<file path="config.mk">
export PLATFORM = sky130hd
export DESIGN_NAME = dmem_arbiter
export DESIGN_NICKNAME = d
export VERILOG_FILES = /design/src/rtl/dmem_arbiter.sv
export SDC_FILE = /design/constraint.sdc
export NUM_CORES = 1
export LEC_CHECK = 0
export ABC_AREA = 1
export ABC_CLOCK_PERIOD_IN_PS = 2400
export CORE_AREA = 2 2 106 108
export CTS_CLUSTER_DIAMETER = 80
export CTS_CLUSTER_SIZE = 28
export DETAILED_ROUTE_END_ITERATION = 16
export DIE_AREA = 0 0 108 110
export PLACE_DENSITY = 0.86
export SYNTH_ARGS = -nofsm -noshare
export SYNTH_HDL_FRONTEND = slang
export SYNTH_SLANG_ARGS = --single-unit
export TNS_END_PERCENT = 50
</file>
<file path="constraint.sdc">
create_clock -name clk -period 2.4 [get_ports clk]
set_input_delay 0.24 -clock clk [delete_from_list [all_inputs] [get_ports clk]]
set_output_delay 0.24 -clock clk [all_outputs]
set_load 0.02 [all_outputs]
</file>
<file path="src/rtl/dmem_arbiter.sv">
// dmem_arbiter: shares one data-memory port among num_req_p requesters.
// Grants rotate round-robin and only one transaction is in flight at a time.
// A sticky watchdog error flags a memory that stops responding.
module dmem_arbiter #(
  parameter int num_req_p   = 2,
  parameter int timeout_p   = 255,
  parameter int cnt_width_p = 8
) (
  input  logic                           clk,
  input  logic                           n_reset,
  input  logic [num_req_p-1:0]           req_valid_i,
  input  logic [num_req_p-1:0][31:0]     req_addr_i,
  input  logic [num_req_p-1:0][31:0]     req_wdata_i,
  input  logic [num_req_p-1:0]           req_wen_i,
  input  logic [num_req_p-1:0]           req_byte_i,
  output logic [num_req_p-1:0]           req_yumi_o,
  output logic [num_req_p-1:0]           resp_valid_o,
  output logic [31:0]                    resp_data_o,
  input  logic [num_req_p-1:0]           resp_yumi_i,
  output logic                           mem_valid_o,
  output logic [31:0]                    mem_addr_o,
  output logic [31:0]                    mem_wdata_o,
  output logic                           mem_wen_o,
  output logic                           mem_byte_o,
  input  logic                           mem_yumi_i,
  input  logic                           mem_valid_i,
  input  logic [31:0]                    mem_rdata_i,
  output logic                           mem_yumi_o,
  output logic [$clog2(num_req_p)-1:0]   owner_o,
  output logic                           err_o
);

  localparam int idx_width_lp = $clog2(num_req_p);
  typedef logic [idx_width_lp-1:0] idx_t;
  typedef logic [cnt_width_p-1:0]  cnt_t;

  localparam idx_t last_idx_lp   = idx_t'(num_req_p - 1);
  localparam cnt_t timeout_lp    = cnt_t'(timeout_p);
  localparam cnt_t timeout_m1_lp = cnt_t'(timeout_p - 1);

  typedef enum logic [1:0] {IDLE, SEND, WAIT} state_e;

  state_e      state_r, state_n;
  idx_t        last_grant_r, owner_r;
  idx_t        grant_idx, rr_cand;
  logic        grant_found;
  logic [31:0] addr_r, wdata_r;
  logic        wen_r, byte_r;
  cnt_t        cnt_r;
  logic        err_r;
  logic        resp_window, resp_done;

  // Round-robin search starting just after the last granted requester.
  always_comb begin
    grant_found = 1'b0;
    grant_idx   = '0;
    rr_cand     = '0;
    for (int i = 1; i <= num_req_p; i++) begin
      rr_cand = idx_t'((int'(last_grant_r) + i) % num_req_p);
      if (!grant_found && req_valid_i[rr_cand]) begin
        grant_found = 1'b1;
        grant_idx   = rr_cand;
      end
    end
  end

  // The response path is live once memory has taken the request.
  assign resp_window = (state_r == WAIT) || ((state_r == SEND) && mem_yumi_i);
  assign resp_done   = resp_window && mem_valid_i && resp_yumi_i[owner_r];

  // State register.
  always_ff @(posedge clk) begin
    if (!n_reset) begin
      state_r <= IDLE;
    end else begin
      state_r <= state_n;
    end
  end

  // Next-state logic: IDLE grants, SEND waits for memory accept, WAIT for the response.
  always_comb begin
    state_n = state_r;
    case (state_r)
      IDLE: if (grant_found) state_n = SEND;
      SEND: if (mem_yumi_i) state_n = resp_done ? IDLE : WAIT;
      WAIT: if (resp_done) state_n = IDLE;
      default: state_n = IDLE;
    endcase
  end

  // Output logic: request accept, memory valid and the one-hot response steering.
  always_comb begin
    req_yumi_o   = '0;
    resp_valid_o = '0;
    mem_yumi_o   = 1'b0;
    mem_valid_o  = (state_r == SEND);
    if ((state_r == IDLE) && grant_found) begin
      req_yumi_o[grant_idx] = 1'b1;
    end
    if (resp_window) begin
      resp_valid_o[owner_r] = mem_valid_i;
      mem_yumi_o            = resp_done;
    end
  end

  // Capture the granted request so later input changes cannot disturb it.
  always_ff @(posedge clk) begin
    if (!n_reset) begin
      addr_r       <= '0;
      wdata_r      <= '0;
      wen_r        <= 1'b0;
      byte_r       <= 1'b0;
      owner_r      <= '0;
      last_grant_r <= last_idx_lp;
    end else if ((state_r == IDLE) && grant_found) begin
      addr_r       <= req_addr_i[grant_idx];
      wdata_r      <= req_wdata_i[grant_idx];
      wen_r        <= req_wen_i[grant_idx];
      byte_r       <= req_byte_i[grant_idx];
      owner_r      <= grant_idx;
      last_grant_r <= grant_idx;
    end
  end

  // Watchdog: count busy cycles, saturate, and latch the error when the limit is reached.
  always_ff @(posedge clk) begin
    if (!n_reset) begin
      cnt_r <= '0;
      err_r <= 1'b0;
    end else if (state_r == IDLE) begin
      cnt_r <= '0;
    end else begin
      if (cnt_r != timeout_lp) begin
        cnt_r <= cnt_r + cnt_t'(1);
      end
      if (cnt_r >= timeout_m1_lp) begin
        err_r <= 1'b1;
      end
    end
  end

  assign mem_addr_o  = addr_r;
  assign mem_wdata_o = wdata_r;
  assign mem_wen_o   = wen_r;
  assign mem_byte_o  = byte_r;
  assign resp_data_o = mem_rdata_i;
  assign owner_o     = owner_r;
  assign err_o       = err_r;

endmodule

</file>
; After elaboration in Yosys (flattened, before gate mapping)
; Index checks and enable logic that the tools add are counted.
[classes]
add_sub_neg = 3
n_bitwise = 3
order_cmp = 7
mux = 30
eq_ne = 6
n_reduce_logical = 13
[ops]
columns = operator, count
row1 = $mux 32, 4
row2 = $mux 1, 17
row3 = $mux 2, 6
row4 = $add 8x1->8 const B, 1
row5 = $ge 8x8->1 const B, 1
row6 = $lt 1x2->1 const B, 4
row7 = $ne 8x8->1 const B, 1
row8 = $logic_and 1x1->1, 7
row9 = $pmux 2 s3, 1
row10 = $ne 2x2->1 const B, 2
row11 = $reduce_and 3->1, 1
row12 = $add 1x1->1 const B, 2
row13 = $and 2x2->2, 1
row14 = $demux 1 s1, 2
row15 = $eq 2x1->1 const B, 1
row16 = $eq 2x2->1 const B, 1
row17 = $ge 1x1->1 const B, 2
row18 = $logic_not 2->1, 1
row19 = $ne 2x1->1 const B, 1
row20 = $not 1->1, 2
row21 = $reduce_and 2->1, 1
row22 = $reduce_or 2->1, 1
row23 = $logic_not 1->1, 1
row24 = $logic_or 1x1->1, 1
[word_totals]
out_inout_bits = 106
inputBits = 172
register_bits = 79
elab_cells = 71

; Depth between registers and ports, before layout
; Gate-level depths: netlist (run 1).
[depth]
depth_word = 12
depth_mapped = 8
ltp_nobuf = 8

; Worst setup path after synthesis (run 1)
; No wires, ideal clock.
[synth_timing]
path_type = flip-flop to output port
from = register last_grant_r
to = output port req_yumi_o[0]
n_path_buf = 2
stages_incl_launch_ff = 7
t_required_ns = 2.160
arrival_time_ns = 1.126
path_slack_ns = 1.034
cell_sequence = dfxtp_1 > nand2_1 > nand2_1 > buf_6 > buf_4 > inv_1 > nor2_1
[synth_via]
elab_chain_cells = 12
elab_cells_between_ends = 19
cone_classes = 2 x add/sub / 2 x order compare / 11 x mux / 4 x reduce/logical
[synth_lines]
columns = element, line_no
row1 = start: declaration, 44  ; idx_t last_grant_r, owner_r;
row2 = start signal: assignment, 114  ; last_grant_r <= last_idx_lp;
row3 = start signal: assignment, 121  ; last_grant_r <= grant_idx;
row4 = $add 1x1->1, 59  ; rr_cand = idx_t'((int'(last_grant_r) + i) % num_req_p);
row5 = $mux 1 (not written as such) (2 in series), 60  ; if (!grant_found && req_valid_i[rr_cand]) begin
row6 = $mux 1, 60
row7 = $logic_not 1->1, 60
row8 = $logic_and 1x1->1, 60
row9 = $mux 1, 60
row10 = $lt 1x2->1 (not written as such) or $ge 1x1->1 (tied branches), 98  ; req_yumi_o[grant_idx] = 1'b1;
row11 = $logic_and 1x1->1 (not written as such), 98
row12 = $mux 1 (not written as such), 98
row13 = $demux 1 s1, 98
row14 = $mux 2 *, 97  ; if ((state_r == IDLE) && grant_found) begin
row15 = end: declaration, 16  ; output logic [num_req_p-1:0] req_yumi_o,
; Mark *: on every way between the ends. The rest lies on a longest branch, timed or not. The select of a mux whose other input is x is not followed.

; Final worst setup path (run 1)
[layout_timing]
from = register state_r[0]
to = output port mem_yumi_o
[layout_via]
elab_chain_cells = 6
elab_cells_between_ends = 7
cone_classes = 2 x eq/ne / 1 x mux / 4 x reduce/logical
[layout_lines]
columns = element, line_no
row1 = start: declaration, 43  ; state_e state_r, state_n;
row2 = start signal: assignment, 76  ; state_r <= state_n;
row3 = $eq 2x1->1, 68  ; assign resp_window = (state_r == WAIT) || ((state_r == SEND) && mem_yumi_i);
row4 = $logic_and 1x1->1, 68
row5 = $logic_or 1x1->1 *, 68
row6 = $logic_and 1x1->1 (2 in series), 69  ; assign resp_done = resp_window && mem_valid_i && resp_yumi_i[owner_r];
row7 = $mux 1 *, 100  ; if (resp_window) begin
row8 = end: declaration, 28  ; output logic mem_yumi_o,
; Mark *: on every way between the ends. The rest lies on a longest branch, timed or not.

==> results of run 1 <==
## cell families (layout without fill, tap and decap cells)
| group | after synthesis | after routing |
|---|---|---|
| simple gates | 384 | 384 |
| flops | 79 | 79 |
| buf+inv | 97 | 258 |
| fa+ha+maj | 2 | 2 |
| xor+xnor | 2 | 2 |
| compound gates | 79 | 79 |
## area by class of cell
cell class | count | share of cell area, %
inverters | 22 | 1.33
repair buffers | 221 | 35.6
well taps | 140 | 2.82
multi-input cells | 467 | 32.2
flip-flops and latches | 79 | 25.4
clock inverters | 5 | 0.584
clock buffers | 10 | 2.05
## cells in the mapped netlist
cell      count  area (um2)
o21ai_0       5        25.0
o211ai_1      1        7.51
clkinv_1      1        3.75
a21oi_1      72         360
o21ai_2       1        8.76
xor2_1        1        8.76
nand2_1     291        1090
ha_1          2        25.0
buf_6         3        33.8
nor2_4        1        11.3
buf_1         1        3.75
inv_1        20        75.1
dfxtp_1      79        1580
inv_2         1        3.75
buf_4        39         293
clkbuf_1     11        41.3
buf_2        21         105
nor2_1       17        63.8
nand4_1       1        6.26
xnor2_1       1        8.76
nand3_1      73         365
and3_1        1        6.26
## per-layer routing
layer  vias to the layer above  global-route usage (%)  share of wire [%]
li1                       2310                       -                  -
met2                       172                    35.4                 48
met3                        34                    6.23                7.7
met1                      1976                    23.8                 41
met5                         -                       0                  0
met4                         0                    8.15                3.4
## power breakdown
part,internal [mW],switching (mW),total (mW)
logic,0.593,0.664,1.26
clock network,0.370,0.489,0.859
registers,1.44,0.0738,1.51
total,2.40,1.23,3.63
## path summary, 6_finish.rpt
| kind | from | end | slack [ps] | cells after the start |
|---|---|---|---|---|
| worst min-delay path | req_valid_i[1] | last_grant_r$_SDFFE_PN1N_ | 350 | 4 |
| worst max-delay path | state_r[0]$_SDFFE_PN0P_ | mem_yumi_o | 290 | 5 |
| worst min register to register | err_o$_SDFFE_PN0P_ | err_o$_SDFFE_PN0P_ | 460 | 2 |
| worst max register to register | last_grant_r$_SDFFE_PN1N_ | mem_wdata_o[17]$_SDFFE_PN0N_ | 760 | 7 |
## flip-flops by register name, indices dropped and copies added, names as in the netlist
name          flops
last_grant_r      1
cnt_r             8
err_o             1
state_r           2
mem_addr_o       32
mem_byte_o        1
owner_o           1
mem_wdata_o      32
mem_wen_o         1
## tightest hold or removal path, stage by stage
cell and delay (ps):
buf_2 160, o21ai_4 120, nand2_1 70, nand3_1 50
## per-stage QoR
| stage | instance area [um2] | worst slack [ps] | power (mW) | utilization, % | hold WS (ps) |
|---|---|---|---|---|---|
| 2_1_floorplan | 4130 | 1030 | 2.29 | - | 324 |
| 3_3_place_gp | 6050 | 400 | 2.79 | 56.6 | 450 |
| 3_5_place_dp | 6050 | 306 | 2.81 | 56.6 | 446 |
| 4_1_cts | 6220 | 260 | 3.68 | 58.1 | 337 |
| 5_1_grt | 6220 | 26.7 | 3.86 | 58.1 | 346 |
| 6_report | 6220 | 291 | 3.63 | 58.1 | 345 |
==> impl_metrics.json, run 1 <==
{
  "cts_buffers": 9,
  "vias": 4492,
  "worstPathRequired_ps": 2160,
  "arrival_ps": 1870,
  "fin_skew_ps": 12.2,
  "path_clk_slew_ps": 90,
  "period_needed_ps": 2110,
  "crit_family": "buffers and inverters",
  "grt_use_total_pct": 20.5,
  "clkSinkCount": 79,
  "layout_commonest_cell": "nand2_1",
  "path_max_fanout": 3,
  "drive_above_1_share_pct": 3.61,
  "ys_ff_latch": 79,
  "rsz0062_at_grt": "no",
  "path_cells": "nand2_1, o21ai_0, nand3_1, inv_1, clkdlybuf4s50_1",
  "dieArea_mm2": 0.0119,
  "cp-end-kind": "output pin",
  "hp-class": "input port to register",
  "slew_violations": 0,
  "cp_slowest_cell": "clkdlybuf4s50_1",
  "via_per_inst": 4.76,
  "synth_cell_types": 22,
  "path_buf_inv": 2,
  "grt_pass1_vias": 4064,
  "slowest_delay_ps": 600,
  "syn_nets": 817,
  "antenna_found_initial": 0,
  "coreArea_mm2": 0.0107,
  "final-hold-violation-count": 0,
  "post-dp-hpwl_um": 8780,
  "final_nets": 974,
  "cts_root_buffer": "clkbuf_8",
  "start_util_pct": 38.6,
  "place.gp.congestion": 0.785,
  "synth_top_family_by_area": "simple AND/OR/NAND/NOR gates",
  "multi_input_area_mm2": 0.00200,
  "wl_per_cell_um": 13.4,
  "syn-instance-count": 643,
  "synthXorXnorAreaFrac_pct": 0.424,
  "irDropWorstVdd_mv": 0.317,
  "drt-total-wl_um": 12700,
  "drt-initial-drc-count": 280,
  "antennaDiodeCount": 0,
  "htree_levels": 3,
  "yosys.area_share.simple_pct": 37.4,
  "maxCapViolCount": 0,
  "seq_area_frac_synth_pct": 38.3,
  "slew_headroom_pct": 49.4,
  "area_growth_pct": 50.5,
  "syn-cell-area_mm2": 0.00413,
  "synth.avg_cell_area_um2": 6.42,
  "p_leak_nw": 2.67,
  "ioPinCount": 278,
  "tightest_slew_ps": 759,
  "die_w_um": 108,
  "power_density_mw_per_mm2": 584,
  "post_cts_buffers": 0,
  "status": "finished clean",
  "drc": 0,
  "final_cell_mix": "nand2_1 (289), clkdlybuf4s50_1 (212), dfxtp_1 (79)",
  "place_inst": 929,
  "finalCritPeriodShare_pct": 87.9,
  "grt_pass1_wl_um": 19500,
  "dr.pass1.iters": 4,
  "max_freq_ghz": 0.474,
  "cts.hold.buffers_added": 0,
  "tritoncts": "done",
  "clock_latency_ps": 340,
  "worstSetupPathType": "register to output pin",
  "setup_tns_ps": 0,
  "crit_path_start_kind": "register",
  "grt_start_max_net_pins": 70,
  "final_cells": 944,
  "die-height_um": 110,
  "setup-violations-final": 0,
  "nFillCells": 966,
  "antenna_left": 0,
  "num_rows": 38,
  "port-buffer-count": 213,
  "seqCellArea_mm2": 0.00158,
  "cts_resized": 0,
  "yosys_warnings": 0,
  "synth-compound-area-share_pct": 9.72,
  "synthMuxAreaShare_pct": 0,
  "grt.overflow.total": 0,
  "clock_path_buffers": 2,
  "synthAdderAreaFrac_pct": 0.606
}
(Power assumes the default switching activity.)
==> run 2, diff against run 1 <==
ABC_CLOCK_PERIOD_IN_PS = unset   (was 2400)
CAP_MARGIN = 10   (was unset)
==> results of run 2 <==
Final layout, timing and power as in run 1 (identical DEF).
==> run 3, diff against run 2 <==
CAP_MARGIN = unset   (was 10)
==> results of run 3 <==
Final layout, timing and power as in run 1 (identical DEF).
